**src/rtl/uart_pkg.sv**
```systemverilog
// Shared UART definitions: default byte width and the TX arbiter state encoding.
package uart_pkg;

  localparam int PAYLOAD_BITS = 8;

  typedef enum logic [2:0] {
    ARB,
    ACCEPT,
    LAUNCH,
    SETTLE,
    DRAIN
  } arb_state_t;

endpackage

```
**src/rtl/uart_tx_arbiter_if.sv**
```systemverilog
// Requester byte streams plus the uart_tx launch/busy handshake.
// The arbiter is the slave of this bus; requesters and uart_tx form the master side.
interface uart_tx_arbiter_if #(
  parameter int N_REQ        = 2,
  parameter int PAYLOAD_BITS = uart_pkg::PAYLOAD_BITS
);

  logic [N_REQ-1:0]              req_valid;
  logic [N_REQ*PAYLOAD_BITS-1:0] req_data;
  logic [N_REQ-1:0]              req_last;
  logic [N_REQ-1:0]              req_ready;
  logic [N_REQ-1:0]              grant;
  logic                          uart_tx_en;
  logic [PAYLOAD_BITS-1:0]       uart_tx_data;
  logic                          uart_tx_busy;

  modport slave (
    input  req_valid, req_data, req_last, uart_tx_busy,
    output req_ready, grant, uart_tx_en, uart_tx_data
  );

  modport master (
    output req_valid, req_data, req_last, uart_tx_busy,
    input  req_ready, grant, uart_tx_en, uart_tx_data
  );

endinterface

```
**src/rtl/uart_tx_arbiter_rr_pick.sv**
```systemverilog
// Combinational round-robin picker: one-hot first requester at or after ptr, with wrap.
// Zero latency; found is low and pick is zero when nobody requests.
module rr_pick #(
  parameter int N_REQ = 2,
  parameter int PTR_W = $clog2(N_REQ)
) (
  input  logic [N_REQ-1:0] req,
  input  logic [PTR_W-1:0] ptr,
  output logic [N_REQ-1:0] pick,
  output logic             found
);

  always_comb begin
    logic [PTR_W-1:0] sel;
    pick  = '0;
    found = 1'b0;
    sel   = '0;
    for (int k = 0; k < N_REQ; k++) begin
      sel = PTR_W'((int'(ptr) + k) % N_REQ);
      if (!found && req[sel]) begin
        pick[sel] = 1'b1;
        found     = 1'b1;
      end
    end
  end

endmodule

```
**src/rtl/uart_tx_arbiter.sv**
```systemverilog
// Shares one uart_tx between N_REQ byte streams, round-robin with packet locking.
// First valid to uart_tx_en is 2 cycles; requesters wait on req_ready, which only the owner sees in ACCEPT.
module uart_tx_arbiter
  import uart_pkg::*;
#(
  parameter int N_REQ        = 2,
  parameter int PAYLOAD_BITS = uart_pkg::PAYLOAD_BITS
) (
  input logic              clk,
  input logic              rst,
  uart_tx_arbiter_if.slave bus
);

  localparam int PTR_W = $clog2(N_REQ);

  arb_state_t              state_q, state_d;
  logic [N_REQ-1:0]        grant_q, grant_d;
  logic [PTR_W-1:0]        ptr_q, ptr_d;
  logic [PAYLOAD_BITS-1:0] data_q, data_d;
  logic                    last_q, last_d;

  logic [N_REQ-1:0]        pick;
  logic                    found;
  logic [PTR_W-1:0]        pick_idx;
  logic                    sel_valid;
  logic                    sel_last;
  logic [PAYLOAD_BITS-1:0] sel_data;

  rr_pick #(
    .N_REQ (N_REQ),
    .PTR_W (PTR_W)
  ) u_rr_pick (
    .req   (bus.req_valid),
    .ptr   (ptr_q),
    .pick  (pick),
    .found (found)
  );

  always_comb begin
    pick_idx = '0;
    for (int i = 0; i < N_REQ; i++) begin
      if (pick[i]) pick_idx = PTR_W'(i);
    end
  end

  // Only the owner's lane is looked at; other requesters are invisible while a packet is open.
  always_comb begin
    sel_data = '0;
    sel_last = 1'b0;
    for (int i = 0; i < N_REQ; i++) begin
      if (grant_q[i]) begin
        sel_data = bus.req_data[i*PAYLOAD_BITS +: PAYLOAD_BITS];
        sel_last = bus.req_last[i];
      end
    end
  end

  assign sel_valid = |(bus.req_valid & grant_q);

  always_ff @(posedge clk or posedge rst) begin
    if (rst) state_q <= ARB;
    else     state_q <= state_d;
  end

  always_comb begin
    state_d = state_q;
    case (state_q)
      ARB:     if (found) state_d = ACCEPT;
      ACCEPT:  if (sel_valid) state_d = LAUNCH;
      LAUNCH:  if (!bus.uart_tx_busy) state_d = SETTLE;
      // busy is not yet valid for the byte just launched
      SETTLE:  state_d = DRAIN;
      DRAIN:   if (!bus.uart_tx_busy) state_d = last_q ? ARB : ACCEPT;
      default: state_d = ARB;
    endcase
  end

  always_comb begin
    bus.uart_tx_en   = (state_q == LAUNCH);
    bus.req_ready    = (state_q == ACCEPT) ? grant_q : '0;
    bus.grant        = grant_q;
    bus.uart_tx_data = data_q;
  end

  always_comb begin
    grant_d = grant_q;
    ptr_d   = ptr_q;
    data_d  = data_q;
    last_d  = last_q;
    case (state_q)
      ARB: begin
        if (found) begin
          grant_d = pick;
          ptr_d   = (int'(pick_idx) == N_REQ - 1) ? '0 : pick_idx + 1'b1;
        end
      end
      ACCEPT: begin
        if (sel_valid) begin
          data_d = sel_data;
          last_d = sel_last;
        end
      end
      DRAIN: begin
        if (!bus.uart_tx_busy && last_q) grant_d = '0;
      end
      default: ;
    endcase
  end

  always_ff @(posedge clk or posedge rst) begin
    if (rst) begin
      grant_q <= '0;
      ptr_q   <= '0;
      data_q  <= '0;
      last_q  <= 1'b0;
    end else begin
      grant_q <= grant_d;
      ptr_q   <= ptr_d;
      data_q  <= data_d;
      last_q  <= last_d;
    end
  end

endmodule

```
**src/flat_wrapper.sv**
```systemverilog
// flat-port wrapper written by rule: the top's interface ports become plain ports
module uart_tx_arbiter_flat import uart_pkg::*;
#(
  parameter int N_REQ        = 2,
  parameter int PAYLOAD_BITS = uart_pkg::PAYLOAD_BITS
)
  (clk, rst, bus_req_valid, bus_req_data, bus_req_last, bus_uart_tx_busy, bus_req_ready, bus_grant, bus_uart_tx_en, bus_uart_tx_data);
  uart_tx_arbiter_if #(.N_REQ(N_REQ), .PAYLOAD_BITS(PAYLOAD_BITS)) bus_i ();
  input logic clk;
  input logic rst;
  input wire logic [$bits(bus_i.req_valid)-1:0] bus_req_valid;
  input wire logic [$bits(bus_i.req_data)-1:0] bus_req_data;
  input wire logic [$bits(bus_i.req_last)-1:0] bus_req_last;
  input wire logic [$bits(bus_i.uart_tx_busy)-1:0] bus_uart_tx_busy;
  output wire logic [$bits(bus_i.req_ready)-1:0] bus_req_ready;
  output wire logic [$bits(bus_i.grant)-1:0] bus_grant;
  output wire logic [$bits(bus_i.uart_tx_en)-1:0] bus_uart_tx_en;
  output wire logic [$bits(bus_i.uart_tx_data)-1:0] bus_uart_tx_data;
  assign bus_i.req_valid = bus_req_valid;
  assign bus_i.req_data = bus_req_data;
  assign bus_i.req_last = bus_req_last;
  assign bus_i.uart_tx_busy = bus_uart_tx_busy;
  assign bus_req_ready = bus_i.req_ready;
  assign bus_grant = bus_i.grant;
  assign bus_uart_tx_en = bus_i.uart_tx_en;
  assign bus_uart_tx_data = bus_i.uart_tx_data;
  uart_tx_arbiter #(.N_REQ(N_REQ), .PAYLOAD_BITS(PAYLOAD_BITS)) u_core (.clk(clk), .rst(rst), .bus(bus_i));
endmodule
```
**config.mk**
```make
export PLATFORM = sky130hd
export DESIGN_NAME = uart_tx_arbiter_flat
export DESIGN_NICKNAME = d
export VERILOG_FILES = /design/src/rtl/uart_pkg.sv /design/src/rtl/uart_tx_arbiter_if.sv /design/src/rtl/uart_tx_arbiter_rr_pick.sv /design/src/rtl/uart_tx_arbiter.sv /design/src/flat_wrapper.sv
export SDC_FILE = /design/constraint.sdc
export NUM_CORES = 1
export LEC_CHECK = 0
export ABC_AREA = 1
export CAP_MARGIN = 30
export CORE_MARGIN = 4
export CORE_UTILIZATION = 36
export DETAILED_ROUTE_END_ITERATION = 12
export PLACE_DENSITY = 0.72
export RECOVER_POWER = 50
export SKIP_LAST_GASP = 1
export SLEW_MARGIN = 15
export SYNTH_ARGS = -nofsm -noshare
export SYNTH_HDL_FRONTEND = slang
export SYNTH_HIERARCHICAL = 1
export SYNTH_SLANG_ARGS = --single-unit
```
**constraint.sdc**
```tcl
create_clock -name clk -period 1.8 [get_ports clk]
set_input_delay 0.18 -clock clk [delete_from_list [all_inputs] [get_ports clk]]
set_output_delay 0.18 -clock clk [all_outputs]
set_load 0.01 [all_outputs]
```
==> impl_metrics.ini, run 1 <==
[finish]
final_common_cell = nand2_1
area_growth_syn_to_layout_pct = 47.98
nets = 185
antenna_cells = 0
fin_cells = 189
final_cell_mix = nand2_1, clkdlybuf4s50_1, inv_1
post_route_cells_drive_above_1_share_pct = 7.453

[power_and_ir_drop]
p_per_area_nw_per_um2 = 1364
intPower_uw = 1005
switchingPower_uw = 743.5
power.leakage_uw = 0.0006364
comb_power_share_pct = 56.1
p_total_uw = 1748
power.share.clock_pct = 10.4
p_seq_share_pct = 33.5
power.share.switching_pct = 42.53
ir_worst_vdd_uv = 685.0

[timing]
timing.final.ws_setup_ns = 0.07018
fin_hold_ws_ns = 0.3800
hold_viol = 0
clock_skew_ns = 0.002545
finalSetupViolCount = 0
fmax_mhz = 578.1
fin_crit_sh_pct = 96.10
post-route-min-period_ns = 1.730
rsz0062_at_grt = true
slew_viol_final = 0
max-slew-margin-rel_pct = 64.30
tightest_slew_ns = 0.5350
fin_setup_tns_ns = 0

[critical_path]
crit_slowest_cell = clkdlybuf4s50_1
crit_chain = inv_1 > nand3_4 > nor2_1 > clkdlybuf4s50_1
path_class = flip-flop to output port
cp_num_buf_inv = 2
crit_fanout = 5
cp-end-kind = output port
cp_top_family = buffers and inverters
critPathRequiredTime_ns = 1.62
cp_slowest_stage_delay_ns = 0.54
cp-start-kind = flip-flop
cp.arrival_ns = 1.55

[route]
drc = 0
wl_per_cell_um = 11.11
vias_per_cell = 4.566
first_pass_iters = 4
vias = 863
ant_nets = 0
drt_iter0_markers = 5
wirelength_mm = 2.099

[cts]
htreeDepth = 1
insertion_delay_ns = 0.27
post_cts_resized = 0
cts_buffers = 3
hold_buffers = 0
tritoncts = done
cts-root-buf = clkbuf_4
clk_path_buf_depth = 2
clock-sinks = 15
clk_pin_slew_ns = 0.08
postCtsSetupRepairBufs = 0

[grt]
grt_max_degree = 19
grt_util_all_layers_pct = 13.46
grt_pass1_wl_mm = 3.477
first_global_vias = 839
grt_overflow = 0
antenna_found_initial = 0

[logic_synthesis]
synthSimpleGateAreaFrac_pct = 31.21
synth.area.top_cells = dfrtp_1, nand2_1, inv_1
synth_xor_area_share_pct = 0
synth_compound_area_share_pct = 12.43
ys_types = 15
synth_top_family_by_area = simple AND/OR/NAND/NOR gates
seq_area_frac_synth_pct = 43.35
syn-num-nets = 146
synth_mux_area_share_pct = 0
syn_area_per_cell_sq_um = 7.039
synth-seq-cells = 15
synthAdderAreaFrac_pct = 0
yosysTopAreaCellShare_pct = 43.35
yosysWarningCount = 6
yosys.area.top_type = dfrtp_1
synth_area_sq_um = 865.8
syn_inst = 123

[job]
drv_cap = 0

[run_status]
outcome = completed

[floorplanning]
initial_core_util_pct = 38.40
die-width_um = 57.04
die_height_um = 57.04
row_count = 17
ioPinCount = 36
dieArea_sq_um = 3254
coreArea_sq_um = 2255

[hold_path]
holdCritPathClass = primary input to asynchronous set/reset pin

[placement]
dp_worst_setup_slack_ns = 0.2987
place_inst = 185
globalplace.congestion = 0.8743
place.port_buffers = 35
dp_hpwl_mm = 1.662
cell families after synthesis:
family	after synthesis
AO/OA/AOI/OAI	18
buffers and inverters	27
flip-flops	15
AND/OR/NAND/NOR	63
layout make-up:
type / instances / area [sq um]
Tap cell: 28 / 35.03
Inverter: 23 / 86.33
Sequential cell: 15 / 375.4
Timing Repair Buffer: 38 / 375.4
Multi-Input combinational cell: 81 / 382.9
Fill cell: 238 / 973.4
Clock buffer: 4 / 26.28
cell usage after synthesis (all sizes together):
cell,n
a21oi,3
buf,4
dfrtp,15
inv,23
nand2,42
nand3,15
nor2,6
o21ai,13
o22ai,2
per-stage QoR:
stage               utilization, %  instance area [sq um]
finish                       56.83                   1281
floorplan                        -                  865.8
global placement             55.33                   1247
global route                 56.83                   1281
CTS                          56.49                   1274
detailed placement           55.33                   1247
power groups by stage:
stage | clock [uW] | sequential (uW) | combinational [uW]
6_report | 182 | 586 | 981
5_1_grt | 208 | 604 | 1100
4_1_cts | 188 | 581 | 984
3_5_place_dp | 0 | 581 | 982
3_3_place_gp | 0 | 584 | 951
2_1_floorplan | 0 | 600 | 565
layer usage:
layer | global-route usage, % | up-vias | part of all wire [%]
li1 | - | 455 | -
met1 | 15.99 | 373 | 46
met2 | 23.49 | 31 | 45
met3 | 3.167 | 4 | 6.7
met4 | 4.967 | 0 | 1.5
met5 | 0 | - | 0
registers in the layout (all words and copies together), names as in the netlist:
name	count
u_core/state_q	3
u_core/bus.grant	2
u_core/last_q	1
u_core/bus.uart_tx_data	8
u_core/ptr_q	1
worst paths after layout:
path / from / to / slack [ns] / cells after the start
worst max-delay path: u_core/state_q[1]$_DFFE_PP0P_ / bus_req_ready[0] / 0.07 / 4
worst min-delay path: rst / u_core/bus.uart_tx_data[0]$_DFFE_PP0P_ / 0.38 / 2
worst max register to register: u_core/state_q[0]$_DFFE_PP0P_ / u_core/bus.grant[0]$_DFFE_PP0P_ / 0.49 / 4
worst min register to register: u_core/ptr_q$_DFFE_PP0P_ / u_core/ptr_q$_DFFE_PP0P_ / 0.53 / 2
max in group asynchronous: rst / u_core/last_q$_DFFE_PP0P_ / 1.07 / 2
min in group clk: bus_uart_tx_busy / u_core/state_q[1]$_DFFE_PP0P_ / 0.51 / 3
(Power assumes the default switching activity.)
==> run 2: changes to the inputs <==
--- a/config.mk
+++ b/config.mk
@@ -7,13 +7,12 @@
 export LEC_CHECK = 0
 export ABC_AREA = 1
 export CAP_MARGIN = 30
-export CORE_MARGIN = 4
+export CORE_MARGIN = 10
 export CORE_UTILIZATION = 36
 export DETAILED_ROUTE_END_ITERATION = 12
-export PLACE_DENSITY = 0.72
+export PLACE_DENSITY = 0.75
 export RECOVER_POWER = 50
 export SKIP_LAST_GASP = 1
-export SLEW_MARGIN = 15
 export SYNTH_ARGS = -nofsm -noshare
 export SYNTH_HDL_FRONTEND = slang
 export SYNTH_HIERARCHICAL = 1
==> constraint.sdc (replaced) <==
create_clock -name clk -period 1.5 [get_ports clk]
set_input_delay 0.15 -clock clk [delete_from_list [all_inputs] [get_ports clk]]
set_output_delay 0.15 -clock clk [all_outputs]
set_load 0.01 [all_outputs]
==> impl_metrics.ini, run 2 (synthesis results as in run 1) <==
[critical_path]
crit_cells = 1
r2r_slack_ns = 0.14
r2r_end = u_core/last_q$_DFFE_PP0P_
path_class = flip-flop to output port
cp_slowest_stage_delay_ns = 0.57
cp-start-kind = flip-flop
cp-end-kind = output port
cp_num_buf_inv = 1
critPathRequiredTime_ns = 1.35
crit_slowest_cell = clkdlybuf4s50_1
r2r_cells = 5
r2r-start = u_core/bus.grant[1]$_DFFE_PP0P_
crit_fanout = 5
crit_chain = clkdlybuf4s50_1
cp.arrival_ns = 1.27
cp_top_family = buffers and inverters

[timing]
fmax_mhz = 705.0
tightest_slew_ns = 0.5699
finalSetupViolCount = 0
clock_skew_ns = 0.002782
fin_setup_tns_ns = 0
post-route-min-period_ns = 1.418
slew_viol_final = 0
rsz0062_at_grt = false
max-slew-margin-rel_pct = 61.96
fin_crit_sh_pct = 94.56
hold_viol = 0

[route]
vias_per_cell = 4.635
ant_nets = 0
wirelength_mm = 2.417
drc = 0
vias = 890
wl_per_cell_um = 12.59
drt_iter0_markers = 44
first_pass_iters = 4

[finish]
ff_latch_area_sq_um = 376.6
area_growth_syn_to_layout_pct = 49.42
final_cell_mix = nand2_1, clkdlybuf4s50_1, inv_1
post_route_cells_drive_above_1_share_pct = 9.146
nets = 188
final_common_cell = nand2_1
largest_reg_flops = 8
antenna_cells = 0
nFillCells = 229
multiInputGateArea_sq_um = 377.9
postLayoutCoreUtil_pct = 57.38

[power_and_ir_drop]
ir_worst_vdd_uv = 1021
p_total_uw = 2124
p_per_area_nw_per_um2 = 1642
power.leakage_uw = 0.0006376

[cts]
clk_path_buf_depth = 2
insertion_delay_ns = 0.27
clock-sinks = 15
hold_buffers = 0
tritoncts = done
htreeDepth = 1
cts-root-buf = clkbuf_4
cts_buffers = 3
clk_pin_slew_ns = 0.08

[grt]
first_global_vias = 870
grt_max_degree = 19
grt_pass1_wl_mm = 3.953
grt_util_all_layers_pct = 9.807
antenna_found_initial = 0
grt_overflow = 0

[floorplanning]
row_count = 17
die_height_um = 69.04
dieArea_sq_um = 4767
coreArea_sq_um = 2255
initial_core_util_pct = 38.40
ioPinCount = 36
die-width_um = 69.04

[hold_path]
holdCritPathClass = primary input to asynchronous set/reset pin

[placement]
dp_hpwl_mm = 1.991
place.port_buffers = 35
globalplace.congestion = 0.8345

[run_status]
outcome = completed

[job]
drv_cap = 0
[run 2: worst max path at each step]
stage / startpoint / end / slack, ns
4_1_cts: u_core/state_q[2]$_DFFE_PP0P_ / bus_uart_tx_en / 0.06
2_1_floorplan: u_core/bus.grant[1]$_DFFE_PP0P_ / u_core/bus.uart_tx_data[1]$_DFFE_PP0P_ / 0.37
5_1_grt: u_core/state_q[0]$_DFFE_PP0P_ / bus_uart_tx_en / 0.009
6_report: u_core/bus.grant[1]$_DFFE_PP0P_ / bus_grant[1] / 0.08
3_5_place_dp: u_core/state_q[2]$_DFFE_PP0P_ / bus_req_ready[1] / 0.09
3_3_place_gp: u_core/state_q[2]$_DFFE_PP0P_ / bus_req_ready[0] / 0.13
[run 2: report_power, final]
group          switching [uW]  leakage, uW  internal (uW)
logic                     651     0.000431            554
clock network             114    0.0000150            103
registers                 131     0.000192            571
total                     896     0.000638           1230
[run 2: repair_timing]
| action | CTS | global route |
|---|---|---|
| gates resized for setup | 4 | 2 |
| buffers inserted | 0 | 2 |
| endpoints found under the setup margin | 3 | 3 |
[run 2: final cells by class]
class | instances | area share [%]
multi-input combinational | 81 | 29.21
timing repair buffer | 41 | 30.27
tap | 28 | 2.708
clock buffer | 4 | 2.031
inverter | 23 | 6.673
sequential | 15 | 29.11
[run 2: per-stage QoR]
| step | setup WS (ns) | instances | area [sq um] | hold WS [ns] |
|---|---|---|---|---|
| final | 0.08161 | 192 | 1294 | 0.3611 |
| after global routing | 0.008500 | 192 | 1294 | 0.4058 |
| after CTS | 0.05559 | 190 | 1291 | 0.2342 |
| after detailed placement | 0.08878 | 186 | 1267 | 0.5059 |
| after global placement | 0.1263 | 186 | 1267 | 0.4921 |
| after floorplan | 0.3681 | 123 | 865.8 | 0.05148 |
[run 2: layer usage]
layer	GRT usage, %	routed length, um
met4	3.991	30
met5	0	0
met1	10.79	1050
met2	16.63	1154
met3	3.424	182
==> run 3: changes to the inputs <==
--- a/config.mk
+++ b/config.mk
@@ -10,7 +10,7 @@
 export CORE_MARGIN = 10
 export CORE_UTILIZATION = 36
 export DETAILED_ROUTE_END_ITERATION = 12
-export PLACE_DENSITY = 0.75
+export PLACE_DENSITY = 0.72
 export RECOVER_POWER = 50
 export SKIP_LAST_GASP = 1
 export SYNTH_ARGS = -nofsm -noshare
==> constraint.sdc (replaced) <==
create_clock -name clk -period 1.65 [get_ports clk]
set_input_delay 0.165 -clock clk [delete_from_list [all_inputs] [get_ports clk]]
set_output_delay 0.165 -clock clk [all_outputs]
set_load 0.01 [all_outputs]
==> impl_metrics.ini, run 3 (synthesis results as in run 1) <==
[run_status]
outcome = completed

[timing]
timing.final.ws_setup_ns = 0.1887
max-slew-margin-rel_pct = 63.33
tightest_slew_ns = 0.5494
rsz0062_at_grt = false
hold_viol = 0
fin_setup_tns_ns = 0
fmax_mhz = 684.3
finalSetupViolCount = 0
fin_crit_sh_pct = 88.56
fin_hold_ws_ns = 0.3744
slew_viol_final = 0
post-route-min-period_ns = 1.461
clock_skew_ns = 0.001845

[grt]
met2_usage_pct = 14.52
first_global_vias = 948
use_met1_pct = 10.89
grt_max_degree = 19
grt_pass1_wl_mm = 4.015
grt_util_all_layers_pct = 9.668
top_usage_layer = met2
grt_overflow = 0
antenna_found_initial = 0
grt_use_met3_pct = 5.563

[finish]
final_common_cell = nand2_1
nets = 185
postLayoutCoreUtil_pct = 56.33
area_growth_syn_to_layout_pct = 46.68
largest_reg_flops = 8
final_cell_mix = nand2_1, clkdlybuf4s50_1, inv_1
post_route_cells_drive_above_1_share_pct = 6.832
antenna_cells = 0

[cts]
cts_buffers = 3
tritoncts = done
htreeDepth = 1
insertion_delay_ns = 0.27
clock-sinks = 15
postCtsSetupRepairBufs = 0
clk_path_buf_depth = 2
clk_pin_slew_ns = 0.08
cts-root-buf = clkbuf_4

[critical_path]
cp.arrival_ns = 1.30
path_class = flip-flop to output port
cp-end-kind = output port
critPathRequiredTime_ns = 1.48
crit_fanout = 5
cp-start-kind = flip-flop

[hold_path]
holdCritPathClass = primary input to asynchronous set/reset pin

[route]
drt_iter0_markers = 41
vias_per_cell = 4.714
drc = 0
wl_per_cell_um = 11.96
wirelength_mm = 2.260
first_pass_iters = 4
vias = 891
ant_nets = 0

[power_and_ir_drop]
ir_worst_vdd_uv = 834.1
p_per_area_nw_per_um2 = 1477
p_total_uw = 1876
power.leakage_uw = 0.0006307

[placement]
dp_hpwl_mm = 1.861
globalplace.congestion = 0.8252
dp_worst_setup_slack_ns = 0.1344
place.port_buffers = 35

[floorplanning]
coreArea_sq_um = 2255
row_count = 17
initial_core_util_pct = 38.40
die_height_um = 69.04
die-width_um = 69.04
ioPinCount = 36
dieArea_sq_um = 4767

[job]
drv_cap = 0
==> run 3: cell count changes in the layout (fill, tap and decap cells not counted), sizes merged <==
| cell | before | now |
|---|---|---|
| clkdlybuf4s15 | 2 | 0 |
| buf | 5 | 3 |
| dlygate4sd2 | 1 | 3 |
| clkbuf | 5 | 4 |
==> run 3: final cells by class <==
cell class              count  area [sq um]
flip-flops and latches     15         375.4
well taps                  28         35.03
multi-input cells          81         377.9
inverters                  23         86.33
fillers                   233         984.7
clock buffers               4         26.28
repair buffers             38         369.1
==> run 3: timing repair <==
action / 4_1_cts / 5_1_grt
hold buffers: 0 / 0
endpoints found under the hold margin: 0 / 0
endpoints found under the setup margin: 3 / 0
resized for setup: 3 / 0
==> run 3: worst paths after layout <==
kind | startpoint | slack (ns) | depth (start not counted) | end
setup / recovery | u_core/state_q[2]$_DFFE_PP0P_ | 0.19 | 4 | bus_uart_tx_en
hold / removal | rst | 0.37 | 2 | u_core/bus.uart_tx_data[0]$_DFFE_PP0P_
setup reg to reg | u_core/state_q[0]$_DFFE_PP0P_ | 0.36 | 4 | u_core/bus.grant[1]$_DFFE_PP0P_
hold reg to reg | u_core/ptr_q$_DFFE_PP0P_ | 0.53 | 2 | u_core/ptr_q$_DFFE_PP0P_
max in group asynchronous | rst | 0.92 | 2 | u_core/ptr_q$_DFFE_PP0P_
min in group clk | bus_uart_tx_busy | 0.49 | 3 | u_core/state_q[1]$_DFFE_PP0P_
==> run 3: routing by layer <==
layer | wire length, um | vias up
met5 | 0 | -
met4 | 6 | 0
met3 | 268 | 2
met2 | 968 | 33
met1 | 1017 | 397
li1 | - | 459
==> run 3: where the power goes <==
part	switching (uW)	internal, uW
Clock	104	93.6
Combinational	571	467
Sequential	124	517
==> run 3: metrics by stage <==
step | std cells | cell area, sq um
2_1_floorplan | 123 | 865.8
3_3_place_gp | 185 | 1247
3_5_place_dp | 185 | 1247
4_1_cts | 189 | 1270
5_1_grt | 189 | 1270
6_report | 189 | 1270
==> run 3: critical path, cell delays in order (launching register included) <==
cell and delay (ns):
dfrtp_1 0.41, inv_2 0.12, nand3_1 0.14, inv_1 0.10, dlygate4sd2_1 0.27
